<file path="config.mk">
export PLATFORM = sky130hd
export DESIGN_NAME = wb_regfile_bypass
export DESIGN_NICKNAME = d
export VERILOG_FILES = /design/src/rtl/wb_regfile_bypass.sv
export SDC_FILE = /design/constraint.sdc
export NUM_CORES = 1
export LEC_CHECK = 0
export BUFFER_PORTS_ARGS = -buffer_cell sky130_fd_sc_hd__buf_4
export CAP_MARGIN = 5
export CORE_ASPECT_RATIO = 1.1
export CORE_MARGIN = 2
export CORE_UTILIZATION = 35
export CTS_BUF_LIST = sky130_fd_sc_hd__clkbuf_8
export DETAILED_ROUTE_END_ITERATION = 12
export PLACE_DENSITY = 0.53
export SYNTH_ARGS = -nofsm -noshare
export SYNTH_HDL_FRONTEND = slang
export SYNTH_SLANG_ARGS = --single-unit
</file>
<file path="constraint.sdc">
create_clock -name clk -period 3 [get_ports clk]
set_clock_uncertainty 0.2 [all_clocks]
set_input_delay 0.45 -clock clk [delete_from_list [all_inputs] [get_ports clk]]
set_output_delay 0.45 -clock clk [all_outputs]
set_load 0.03 [all_outputs]
</file>
<file path="src/rtl/wb_regfile_bypass.sv">
// wb_regfile_bypass: write-back register file with same-cycle write-to-read bypass,
// per-register written-since-reset tracking and a saturating write counter.
module wb_regfile_bypass #(
    parameter int WIDTH    = 16,
    parameter int NUM_REGS = 8,
    parameter int ADDR_W   = 3
) (
    input  logic              clk,
    input  logic              rst_n,
    input  logic [ADDR_W-1:0] read1RegSel,
    input  logic [ADDR_W-1:0] read2RegSel,
    input  logic [ADDR_W-1:0] writeRegSel,
    input  logic [WIDTH-1:0]  writeData,
    input  logic              writeEn,
    output logic [WIDTH-1:0]  read1Data,
    output logic [WIDTH-1:0]  read2Data,
    output logic              read1Uninit,
    output logic              read2Uninit,
    output logic [15:0]       wrCount
);
    logic [WIDTH-1:0]    regs [NUM_REGS];
    logic [NUM_REGS-1:0] written;
    logic                byp1;
    logic                byp2;

    always_ff @(posedge clk or negedge rst_n) begin
        if (!rst_n) begin
            for (int i = 0; i < NUM_REGS; i++) regs[i] <= '0;
            written <= '0;
            wrCount <= '0;
        end else if (writeEn) begin
            regs[writeRegSel]    <= writeData;
            written[writeRegSel] <= 1'b1;
            wrCount              <= wrCount + {15'd0, wrCount != 16'hFFFF};
        end
    end

    // Bypass is gated by rst_n so reset forces 0/uninit even with writeEn high
    always_comb begin
        byp1        = rst_n && writeEn && (writeRegSel == read1RegSel);
        byp2        = rst_n && writeEn && (writeRegSel == read2RegSel);
        read1Data   = !rst_n ? '0 : byp1 ? writeData : regs[read1RegSel];
        read2Data   = !rst_n ? '0 : byp2 ? writeData : regs[read2RegSel];
        read1Uninit = !rst_n || (!byp1 && !written[read1RegSel]);
        read2Uninit = !rst_n || (!byp2 && !written[read2RegSel]);
    end
endmodule

</file>
==> impl_metrics.csv <==
group,metric,value,unit
status,status,"finished, final reports clean",
logic_synthesis,synth_edf_count,0,
critical_path,critical_path_class,"in2out",
critical_path,worst_setup_path_start_kind,"primary input",
critical_path,worstPathArrival,2.17,ns
critical_path,cp_slowest_cell,"dlygate4sd3_1",
timing,slew_violations,0,
critical_path,crit_top_cell,"buf_4",
route,wirelength_met1,9600,um
placed_design,dp_slack,0.244,ns
floorplanning,num_rows,59,
clock_tree,cts_buffers,17,
timing,max_freq,0.355,GHz
clock_tree,h-tree-depth,4,
logic_synthesis,synth_ff_type,"dfrtp_1",
logic_synthesis,syn_nets,610,
floorplanning,start_util,35.5,%
hold_path,hp-class,"in2reg",
global_routing,grt_overflow,0,
critical_path,rrSetupSlack,0.36,ns
hold_path,whs_path_depth,2,
route,drtAntennaViolNets,0,
clock_tree,cts_tree,"done",
global_routing,antenna_found_initial,0,
timing,hold_viol,0,
global_routing,grt_usage,18.3,%
placed_design,portBuffers,77,
clock_tree,clk_path_buf_depth,2,
pwr,ir_drop,223,uV
logic_synthesis,synth_cell_types,35,
logic_synthesis,syn_inst,580,
finish,area_growth,15.3,%
critical_path,r2r_cells,10,
critical_path,path_max_fanout,32,
floorplanning,pin_count,78,
timing,layout_min_cycle_time,2.82,ns
timing,setup_slack,0.184,ns
global_routing,grt_pass1_vias,5602,
clock_tree,postCtsSetupRepairBufs,0,
hold_path,hold_end,"regs[109]",
logic_synthesis,synth_top_area_share,45.5,%
logic_synthesis,synth_warnings,0,
placed_design,dp_hpwl,13300,um
logic_synthesis,seq_area_frac_synth,45.5,%
timing,worst_pin_slew,0.462,ns
critical_path,cpPeakStageDelay,0.59,ns
floorplanning,die-area,0.0251,mm2
critical_path,r2r_end,"wrCount[8]",
clock_tree,clk_pin_slew,0.09,ns
route,viasPerCell,5.44,
critical_path,r2r-start,"wrCount[6]",
pwr,p_leak,4.02,nW
timing,finalCritPeriodShare,93.9,%
job,cap_violations,0,
placed_design,gp_congestion,0.751,
timing,slew_headroom,69.2,%
clock_tree,cts_root_buffer,"clkbuf_8",
floorplanning,core-area,0.0235,mm2
route,first_pass_iters,4,
critical_path,end_kind,"output port",
hold_path,hold_start,"writeData[13]",
timing,finalSetupViolations,0,
logic_synthesis,synth_top_area_cell,"dfrtp_1",
route,drc,0,
critical_path,critPathBufInv,5,
finish,diodes,0,
critical_path,cp.depth,7,
timing,tns,0,ns
route,vias,5229,
logic_synthesis,syn_area_per_cell,14.4,um2
route,drt_iter0_markers,198,
route,routed-wl-met2,11100,um
timing,rsz0062_at_grt,"false",
floorplanning,die_h,166,um
critical_path,crit_required,2.35,ns
route,wl,21700,um
logic_synthesis,ys_seq_elements,152,
logic_synthesis,synth.top_cells.by_area,"dfrtp_1 46%, mux4_2 18%, mux2_2 16%",
route,top_layer,"met4",
floorplanning,die_w,151,um
finish,fillerInstances,2177,
clock_tree,clk_latency,0.47,ns
critical_path,crit_path_cell_trace,"buf_6 -> dlygate4sd3_1 -> buf_12 -> buf_4 -> o21ai_1 -> a21oi_1 -> buf_4",
finish,drive_above_1_share,51.4,%
clock_tree,cts.sinks,152,
pwr,power,0.00606,W
route,routed-wl-met3,754,um
critical_path,critPathTopFamily,"buffers and inverters",
pwr,p_per_area,629,mW/mm2
logic_synthesis,synth_area,0.00836,mm2
global_routing,grt_pass1_wl,34200,um
logic_synthesis,async_flop_share,100,%
route,wire_per_inst,22.6,um
finish,finalNetCount,674,
global_routing,grt_max_degree,50,
## timing repair
item / 4_1_cts / 5_1_grt
gates resized for setup: 0 / 0
hold buffers: 2 / 0
hold endpoints to repair: 44 / 0
setup endpoints to repair: 0 / 0
## flip-flops by register name, indices dropped and copies added (netlist names)
signal,flops
written,8
regs,128
wrCount,16
## final cells by class
type	count	area (um2)	share of cell area [%]
clock buffers	17	234	2.43
clock inverters	15	128	1.32
inverters	1	3.75	0.0390
multi-input cells	368	4220	43.7
flip-flops and latches	152	3800	39.5
well taps	305	382	3.96
repair buffers	104	870	9.02
## worst reg2reg max path: stages (launching register included)
cell and delay [ns]:
dfrtp_1 0.45, nand4_1 0.19, nor2_1 0.25, nand4_1 0.14
or3_1 0.39, ha_1 0.20, ha_1 0.19, nand2_1 0.13
nor2_1 0.08, and3_1 0.19, xor2_1 0.14
## layout by cell type (no fill, tap or decap), types with 12 or more instances in the layout
master | Yosys | routed
a21oi_1 | 32 | 32
buf_4 | 6 | 96
clkbuf_8 | 0 | 17
dfrtp_1 | 152 | 152
mux2_2 | 120 | 120
mux2i_1 | 34 | 34
mux4_2 | 68 | 68
o21ai_1 | 25 | 25
xnor2_1 | 12 | 12
## logic make-up (layout without fill, tap and decap cells)
| kind of cell | count (synthesis) | in the layout | share of synthesized area [%] |
|---|---|---|---|
| multiplexers | 232 | 232 | 39.9 |
| flip-flops | 152 | 152 | 45.5 |
| AO/OA/AOI/OAI | 64 | 64 | 3.88 |
| buffers and inverters | 60 | 137 | 4.03 |
| AND/OR/NAND/NOR | 50 | 50 | 4.25 |
| XOR/XNOR | 20 | 20 | 2.10 |
| adder cells (fa/ha/maj) | 2 | 2 | 0.299 |
## through the flow
stage          instance area [um2]  utilization, %  hold slack (ns)  cells
3_3_place_gp                  9240            39.2            0.262    928
6_report                      9640            40.9           0.0869    962
4_1_cts                       9640            40.9           0.0591    962
3_5_place_dp                  9240            39.2            0.273    928
2_1_floorplan                 8360               -          -0.0456    580
5_1_grt                       9640            40.9           0.0627    962
## cells in the mapped netlist (3+ instances only)
| cell | n |
|---|---|
| o21ai_1 | 25 |
| a21oi_1 | 32 |
| buf_1 | 16 |
| mux4_2 | 68 |
| nand4b_2 | 3 |
| dfrtp_1 | 152 |
| mux2_2 | 120 |
| o21ai_0 | 6 |
| buf_2 | 17 |
| buf_6 | 9 |
| nand2b_1 | 4 |
| nor2_1 | 4 |
| or2_2 | 5 |
| mux2_1 | 10 |
| clkbuf_1 | 11 |
| nand4_1 | 9 |
| buf_4 | 6 |
| xnor2_1 | 12 |
| xor2_1 | 8 |
| mux2i_1 | 34 |
| nand2_1 | 10 |
## where the power goes
part	total (W)	internal [W]	switching, W
clock network	0.00149	0.000604	0.000883
logic	0.00177	0.000973	0.000796
registers	0.00281	0.00248	0.000326
## metal layers
layer  vias up  GRT usage [%]
met2        94           30.3
li1       2340              -
met1      2779           25.2
met4         0           4.63
met5         -              0
met3        16           2.72
## worst max-delay path by stage
stage                   start            end  slack, ns
4_1_cts                 rst_n   read1Data[6]       0.14
2_1_floorplan  writeRegSel[0]  read1Data[14]       0.32
5_1_grt                 rst_n   read1Data[8]       0.02
6_report                rst_n   read1Data[8]       0.18
3_3_place_gp   writeRegSel[2]   read1Data[6]       0.27
3_5_place_dp   writeRegSel[2]   read1Data[6]       0.24
(Power assumes the default switching activity.)
